File: config.mk
export PLATFORM = sky130hd
export DESIGN_NAME = serv_ram32_responder
export DESIGN_NICKNAME = d
export VERILOG_FILES = /design/src/rtl/serv_ram32_responder_pkg.sv /design/src/rtl/serv_ram32_host_port.sv /design/src/rtl/serv_ram32_responder.sv
export SDC_FILE = /design/constraint.sdc
export NUM_CORES = 1
export LEC_CHECK = 0
export BUFFER_PORTS_ARGS = -buffer_cell sky130_fd_sc_hd__buf_2
export CORE_MARGIN = 3
export CORE_UTILIZATION = 35
export CTS_CLUSTER_DIAMETER = 30
export DETAILED_ROUTE_END_ITERATION = 6
export HOLD_SLACK_MARGIN = 0.1
export PLACE_DENSITY = 0.74
export SLEW_MARGIN = 0
export SYNTH_ARGS = -nofsm -noshare
export SYNTH_HDL_FRONTEND = slang
export SYNTH_HIERARCHICAL = 1
export SYNTH_SLANG_ARGS = --single-unit
File: constraint.sdc
create_clock -name clk -period 2.2 [get_ports clk]
set_clock_uncertainty 0.05 [all_clocks]
set_input_delay 0 -clock clk [delete_from_list [all_inputs] [get_ports clk]]
set_output_delay 0 -clock clk [all_outputs]
set_load 0.02 [all_outputs]
File: src/rtl/serv_ram32_responder_pkg.sv
// Shared types and constants for the SERV <-> RAM32 bus responder.
// Holds the FSM state and grant encodings used by the parent and the host-port sub-module.
package serv_ram32_responder_pkg;

  localparam int unsigned DATA_W = 32;
  localparam int unsigned SEL_W  = 4;
  localparam int unsigned BYTE_W = 8;

  typedef enum logic [1:0] {
    IDLE   = 2'd0,
    ACCESS = 2'd1,
    ACK    = 2'd2
  } state_e;

  typedef enum logic {
    GNT_IBUS = 1'b0,
    GNT_DBUS = 1'b1
  } gnt_e;

endpackage

File: src/rtl/serv_ram32_host_port.sv
// Byte-wide host access path into RAM32.
// Combinational lane, write-enable and write-data generation, plus a registered read-lane mux.
module serv_ram32_host_port
  import serv_ram32_responder_pkg::*;
#(
  parameter int unsigned ADDR_W  = 5,
  parameter int unsigned HOST_AW = ADDR_W + 2
) (
  input  logic                clk,
  input  logic                rst_n,
  input  logic                host_mode_i,
  input  logic                host_we_i,
  input  logic [HOST_AW-1:0]  host_addr_i,
  input  logic [BYTE_W-1:0]   host_wdata_i,
  input  logic [DATA_W-1:0]   ram_do_i,
  output logic [ADDR_W-1:0]   ram_a_o,
  output logic [SEL_W-1:0]    ram_we_o,
  output logic [DATA_W-1:0]   ram_di_o,
  output logic [BYTE_W-1:0]   host_rdata_o
);

  logic [1:0] lane;
  logic [1:0] lane_d;
  logic [1:0] lane_q;

  assign lane     = host_addr_i[1:0];
  assign ram_a_o  = ADDR_W'(host_addr_i[HOST_AW-1:2]);
  assign ram_we_o = host_we_i ? (SEL_W'(1) << lane) : '0;
  assign ram_di_o = DATA_W'(host_wdata_i) << {lane, 3'b000};

  // Lane is parked at 0 outside host mode so a stale lane never selects the read byte.
  assign lane_d = host_mode_i ? lane : 2'b00;

  always_ff @(posedge clk) begin
    if (!rst_n) begin
      lane_q <= '0;
    end else begin
      lane_q <= lane_d;
    end
  end

  assign host_rdata_o = ram_do_i[{lane_q, 3'b000} +: BYTE_W];

endmodule

File: src/rtl/serv_ram32_responder.sv
// Arbitrates SERV ibus/dbus onto the single RAM32 port with two-cycle acks,
// and hands the RAM to a byte-wide host port while the CPU is halted.
module serv_ram32_responder
  import serv_ram32_responder_pkg::*;
#(
  parameter int unsigned ADDR_W  = 5,
  parameter int unsigned HOST_AW = ADDR_W + 2
) (
  input  logic                clk,
  input  logic                rst_n,
  input  logic                cpu_halt,
  input  logic                i_ibus_cyc,
  input  logic [31:0]         i_ibus_adr,
  output logic [DATA_W-1:0]   o_ibus_rdt,
  output logic                o_ibus_ack,
  input  logic                i_dbus_cyc,
  input  logic [31:0]         i_dbus_adr,
  input  logic                i_dbus_we,
  input  logic [DATA_W-1:0]   i_dbus_wdt,
  input  logic [SEL_W-1:0]    i_dbus_sel,
  output logic [DATA_W-1:0]   o_dbus_rdt,
  output logic                o_dbus_ack,
  input  logic                host_we,
  input  logic [HOST_AW-1:0]  host_addr,
  input  logic [BYTE_W-1:0]   host_wdata,
  output logic [BYTE_W-1:0]   host_rdata,
  output logic                ram_en,
  output logic [ADDR_W-1:0]   ram_a,
  output logic [SEL_W-1:0]    ram_we,
  output logic [DATA_W-1:0]   ram_di,
  input  logic [DATA_W-1:0]   ram_do
);

  state_e              state_q, state_d;
  gnt_e                gnt_q, gnt_d;
  logic [ADDR_W-1:0]   idx_q, idx_d;
  logic                we_q, we_d;
  logic [DATA_W-1:0]   wdt_q, wdt_d;
  logic [SEL_W-1:0]    sel_q, sel_d;
  logic                ibus_ack_q, ibus_ack_d;
  logic                dbus_ack_q, dbus_ack_d;
  logic                ibus_cool_q, ibus_cool_d;
  logic                dbus_cool_q, dbus_cool_d;

  logic                host_mode;
  logic [ADDR_W-1:0]   hp_a;
  logic [SEL_W-1:0]    hp_we;
  logic [DATA_W-1:0]   hp_di;
  logic                unused_adr;

  assign host_mode = (state_q == IDLE) && cpu_halt;

  // Upper address bits alias the RAM; byte offset is irrelevant for word accesses.
  assign unused_adr = ^{i_ibus_adr[31:ADDR_W+2], i_ibus_adr[1:0],
                        i_dbus_adr[31:ADDR_W+2], i_dbus_adr[1:0]};

  serv_ram32_host_port #(
    .ADDR_W  (ADDR_W),
    .HOST_AW (HOST_AW)
  ) u_host_port (
    .clk          (clk),
    .rst_n        (rst_n),
    .host_mode_i  (host_mode),
    .host_we_i    (host_we),
    .host_addr_i  (host_addr),
    .host_wdata_i (host_wdata),
    .ram_do_i     (ram_do),
    .ram_a_o      (hp_a),
    .ram_we_o     (hp_we),
    .ram_di_o     (hp_di),
    .host_rdata_o (host_rdata)
  );

  always_ff @(posedge clk) begin
    if (!rst_n) begin
      state_q     <= IDLE;
      gnt_q       <= GNT_IBUS;
      idx_q       <= '0;
      we_q        <= 1'b0;
      wdt_q       <= '0;
      sel_q       <= '0;
      ibus_ack_q  <= 1'b0;
      dbus_ack_q  <= 1'b0;
      ibus_cool_q <= 1'b0;
      dbus_cool_q <= 1'b0;
    end else begin
      state_q     <= state_d;
      gnt_q       <= gnt_d;
      idx_q       <= idx_d;
      we_q        <= we_d;
      wdt_q       <= wdt_d;
      sel_q       <= sel_d;
      ibus_ack_q  <= ibus_ack_d;
      dbus_ack_q  <= dbus_ack_d;
      ibus_cool_q <= ibus_cool_d;
      dbus_cool_q <= dbus_cool_d;
    end
  end

  // Next-state: dbus has priority; a port just acked sits out one IDLE cycle.
  always_comb begin
    state_d     = state_q;
    gnt_d       = gnt_q;
    idx_d       = idx_q;
    we_d        = we_q;
    wdt_d       = wdt_q;
    sel_d       = sel_q;
    ibus_ack_d  = 1'b0;
    dbus_ack_d  = 1'b0;
    ibus_cool_d = 1'b0;
    dbus_cool_d = 1'b0;

    case (state_q)
      IDLE: begin
        if (!cpu_halt) begin
          if (i_dbus_cyc && !dbus_cool_q) begin
            state_d = ACCESS;
            gnt_d   = GNT_DBUS;
            idx_d   = i_dbus_adr[ADDR_W+1:2];
            we_d    = i_dbus_we;
            wdt_d   = i_dbus_wdt;
            sel_d   = i_dbus_sel;
          end else if (i_ibus_cyc && !ibus_cool_q) begin
            state_d = ACCESS;
            gnt_d   = GNT_IBUS;
            idx_d   = i_ibus_adr[ADDR_W+1:2];
            we_d    = 1'b0;
          end
        end
      end
      ACCESS: begin
        state_d    = ACK;
        ibus_ack_d = (gnt_q == GNT_IBUS);
        dbus_ack_d = (gnt_q == GNT_DBUS);
      end
      ACK: begin
        state_d     = IDLE;
        ibus_cool_d = (gnt_q == GNT_IBUS);
        dbus_cool_d = (gnt_q == GNT_DBUS);
      end
      default: state_d = IDLE;
    endcase
  end

  // RAM port mux: host owns the port in halted IDLE, the FSM owns it in ACCESS.
  always_comb begin
    ram_en = 1'b0;
    ram_a  = idx_q;
    ram_we = '0;
    ram_di = '0;
    if (host_mode) begin
      ram_en = 1'b1;
      ram_a  = hp_a;
      ram_we = hp_we;
      ram_di = hp_di;
    end else if (state_q == ACCESS) begin
      ram_en = 1'b1;
      if (we_q) begin
        ram_we = sel_q;
        ram_di = wdt_q;
      end
    end
    if (!rst_n) begin
      ram_en = 1'b0;
      ram_we = '0;
    end
  end

  assign o_ibus_ack = ibus_ack_q;
  assign o_dbus_ack = dbus_ack_q;
  assign o_ibus_rdt = ram_do;
  assign o_dbus_rdt = ram_do;

endmodule

==> metrics.md <==
| Metric | Value |
|---|---|
| Gpl congestion | 0.7952 |
| Synth area leaders | dfxtp_1 (30%), buf_4 (15%), nand2_1 (8.5%) |
| Clock latency on the worst-skew pair | 0.29 ns |
| Gate power share | 31.1% |
| EDFF count, synth | 0 |
| Status | completed |
| Worst Max-Slew Pin Slew | 0.5239 ns |
| Leak | 2.315 nW |
| Vias in the first global route | 3283 |
| Initial antenna violation count | 2 |
| Starting DRT DRC Count | 201 |
| Final Hold Vio Count | 0 |
| Number of synthesized register bits | 51 |
| Yosys cell types | 29 |
| Critical Path End Type | flop |
| Drt drc | 0 |
| Global route total overflow | 0 |
| Critical-path cell list | nand2b_1 > buf_4 > mux2i_1 > dlygate4sd3_1 > nand2_1 > o211a_1 |
| Chip height | 105.3 um |
| Max Freq | 0.5306 GHz |
| Tcrit/Tclk final | 85.67% |
| Core Area | 0.009415 mm^2 |
| Cell chosen for the clock root | clkbuf_8 |
| Max stage delay on crit path | 0.56 ns |
| H-tree depth | 2 |
| Layout Nets | 712 |
| Drt wl/cell | 16.66 um |
| CTS tree | built |
| Hold Crit Class | input port to flop |
| IO Port Bufs | 215 |
| Syn_nets | 537 |
| DP Cell Count | 632 |
| Critical Path RT | 2.34 ns |
| Final wirelength | 11480 um |
| Leading area contributor after synthesis | dfxtp_1 |
| YS warnings | 6 |
| First-pass GRT wire length | 17300 um |
| Crit Path Class | flop to flop |
| Register share of total power | 44.9% |
| Layout overhead on the synthesized area | 33.44% |
| Switching part of the total | 31.33% |
| Peak VDD IR | 0.2668 mV |
| Synthesized cell area | 0.003450 mm^2 |
| Top-count cell post-synth | nand2_1 |
| Headroom to the max-slew limit | 65.07% |
| Number of setup violations in the final report | 0 |
| Tot Pwr | 2.234 mW |
| CTS buffer count | 5 |
| DR pass1 iterations | 5 |
| Starting Density | 36.64% |
| I/O pin total | 270 |
| Clock sinks | 51 |
| Cells after Synth | 383 |
| Fraction of the yosys area taken by sequential cells | 29.60% |
| Dpl hpwl | 8691 um |
| Dpl ws | 0.5331 ns |
| RSZ-0062 raised after global routing | no |
| Max Fanout on Critical Path | 5 |
| Non-Filler Instances | 689 |
| Worst setup margin | 0.3153 ns |
| Die width | 105.3 um |
| Reg clk slew, reported paths | 0.09 ns |
| Async S/R FF share, synth | 0% |
| Top_reg_cell synth | dfxtp_1 |
| Largest net degree at the start of global routing | 54 |
| Num rows | 35 |
| Max-Cap Viols | 0 |
| Arrival @ worst endpoint | 2.02 ns |
| Via count | 3342 |
| Startpoint types | flop |
| Mean post-synth cell area | 9.007 um^2 |
| Post-CTS sizing | 0 |
| Period minus WS final | 1.885 ns |
| Clk pwr share | 24.0% |
| Internal power | 1.534 mW |
| Sw Pwr | 0.7001 mW |
| ANT nets after route | 0 |
| Max Slew Vio Count | 0 |
| Vias per cell | 4.851 |
| Most common library cells after synthesis | nand2_1 (78), buf_4 (71), dfxtp_1 (51) |
| Setup TNS | 0 ns |
| Total track usage | 19.63% |
| Slowest cell on the critical path | dlygate4sd3_1 |
| Pwr dens | 485.4 mW/mm^2 |
| Post-synth top area share | 29.60% |
| Deepest clock path buffer count | 2 |
| Fraction of layout cells with a size suffix above 1 | 44.27% |
| Full die area | 0.01108 mm^2 |
critical path: cells and delay by family, from the launching register on:
kind | cells | cell delay (ns)
buf+inv | 2 | 0.79
mux | 1 | 0.17
flops | 1 | 0.31
simple gates | 2 | 0.33
compound gates | 1 | 0.13
flip-flops by register name, indices dropped and copies added, names as in the netlist:
signal	cells
o_dbus_ack	1
dbus_cool_q	1
sel_q	4
state_q	2
ibus_cool_q	1
o_ibus_ack	1
wdt_q	32
we_q	1
gnt_q	1
idx_q	5
u_host_port/lane_q	2
power by group through the flow:
| stage | logic (mW) | clock network, mW | registers, mW |
|---|---|---|---|
| after floorplan | 0.482 | 0 | 1.01 |
| after global placement | 0.617 | 0 | 1.02 |
| after detailed placement | 0.626 | 0 | 1.03 |
| after CTS | 0.696 | 0.568 | 1.00 |
| after global routing | 0.746 | 0.593 | 1.01 |
| final | 0.694 | 0.536 | 1.00 |
timing repair:
action	CTS	global route
hold buffers	48	0
endpoints found under the hold margin	43	0
setup endpoints to repair	0	0
buffers inserted	0	0
worst paths after layout:
check | cells after the start | slack [ns] | to | from
worst max register to register | 6 | 0.32 | idx_q[4]$_SDFFE_PN0P_ | dbus_cool_q$_SDFF_PN0_
worst min register to register | 2 | 0.41 | sel_q[1]$_SDFFE_PN0P_ | sel_q[1]$_SDFFE_PN0P_
worst max-delay path | 6 | 0.32 | idx_q[4]$_SDFFE_PN0P_ | dbus_cool_q$_SDFF_PN0_
worst min-delay path | 4 | 0.17 | gnt_q$_SDFFE_PN0P_ | cpu_halt
cells by family (layout without fill, tap and decap cells):
| kind of cell | after synthesis | in the layout | synth area share [%] |
|---|---|---|---|
| flops | 51 | 51 | 29.60 |
| compound gates | 81 | 81 | 20.13 |
| mux | 18 | 18 | 8.306 |
| buf+inv | 102 | 277 | 21.11 |
| simple gates | 131 | 131 | 20.86 |
| other cells | 0 | 2 | 0 |
layer usage:
metal  wire, um  part of all wire, %  up-vias  global-route usage (%)
li1           -                    -     1617                       -
met1       4081                   36     1564                   20.81
met4        187                  1.6        0                   5.904
met2       6492                   57      147                   38.66
met5          0                    0        -                       0
met3        713                  6.2       14                   3.613
final cells by class:
cell class,instances,area [um^2]
Antenna cell,2,5.005
Clock buffer,6,82.58
Clock inverter,1,5.005
Fill cell,872,4812
Multi-Input combinational cell,230,1707
Sequential cell,51,1021
Tap cell,129,161.4
Timing Repair Buffer,270,1622
placed cells by master (no fill, tap or decap), drive strengths merged:
master,synthesis,layout
mux2i,5,5
mux2,5,5
nand2,78,78
dlygate4sd3,0,48
a21o,1,1
a2111oi,1,1
and3b,20,20
nor2b,1,1
diode,0,2
and3,11,11
nor4,1,1
and4b,1,1
a22o,32,32
clkinv,0,1
nand2b,4,4
clkbuf,15,6
and2,3,3
or4,1,1
buf,87,222
nor4bb,1,1
a32o,4,4
nor3b,10,10
a21boi,38,38
o211a,5,5
dfxtp,51,51
mux4,8,8
through the flow:
stage / utilization [%] / hold WS [ns] / instance area [um^2]
after CTS: 48.84 / 0.1499 / 4598
after global placement: 42.80 / 0.1896 / 4030
after detailed placement: 42.80 / 0.1964 / 4030
final: 48.89 / 0.1663 / 4603
after global routing: 48.89 / 0.2078 / 4603
after floorplan: - / 0.06259 / 3450
Note: power is estimated with default switching activity, not from simulation.
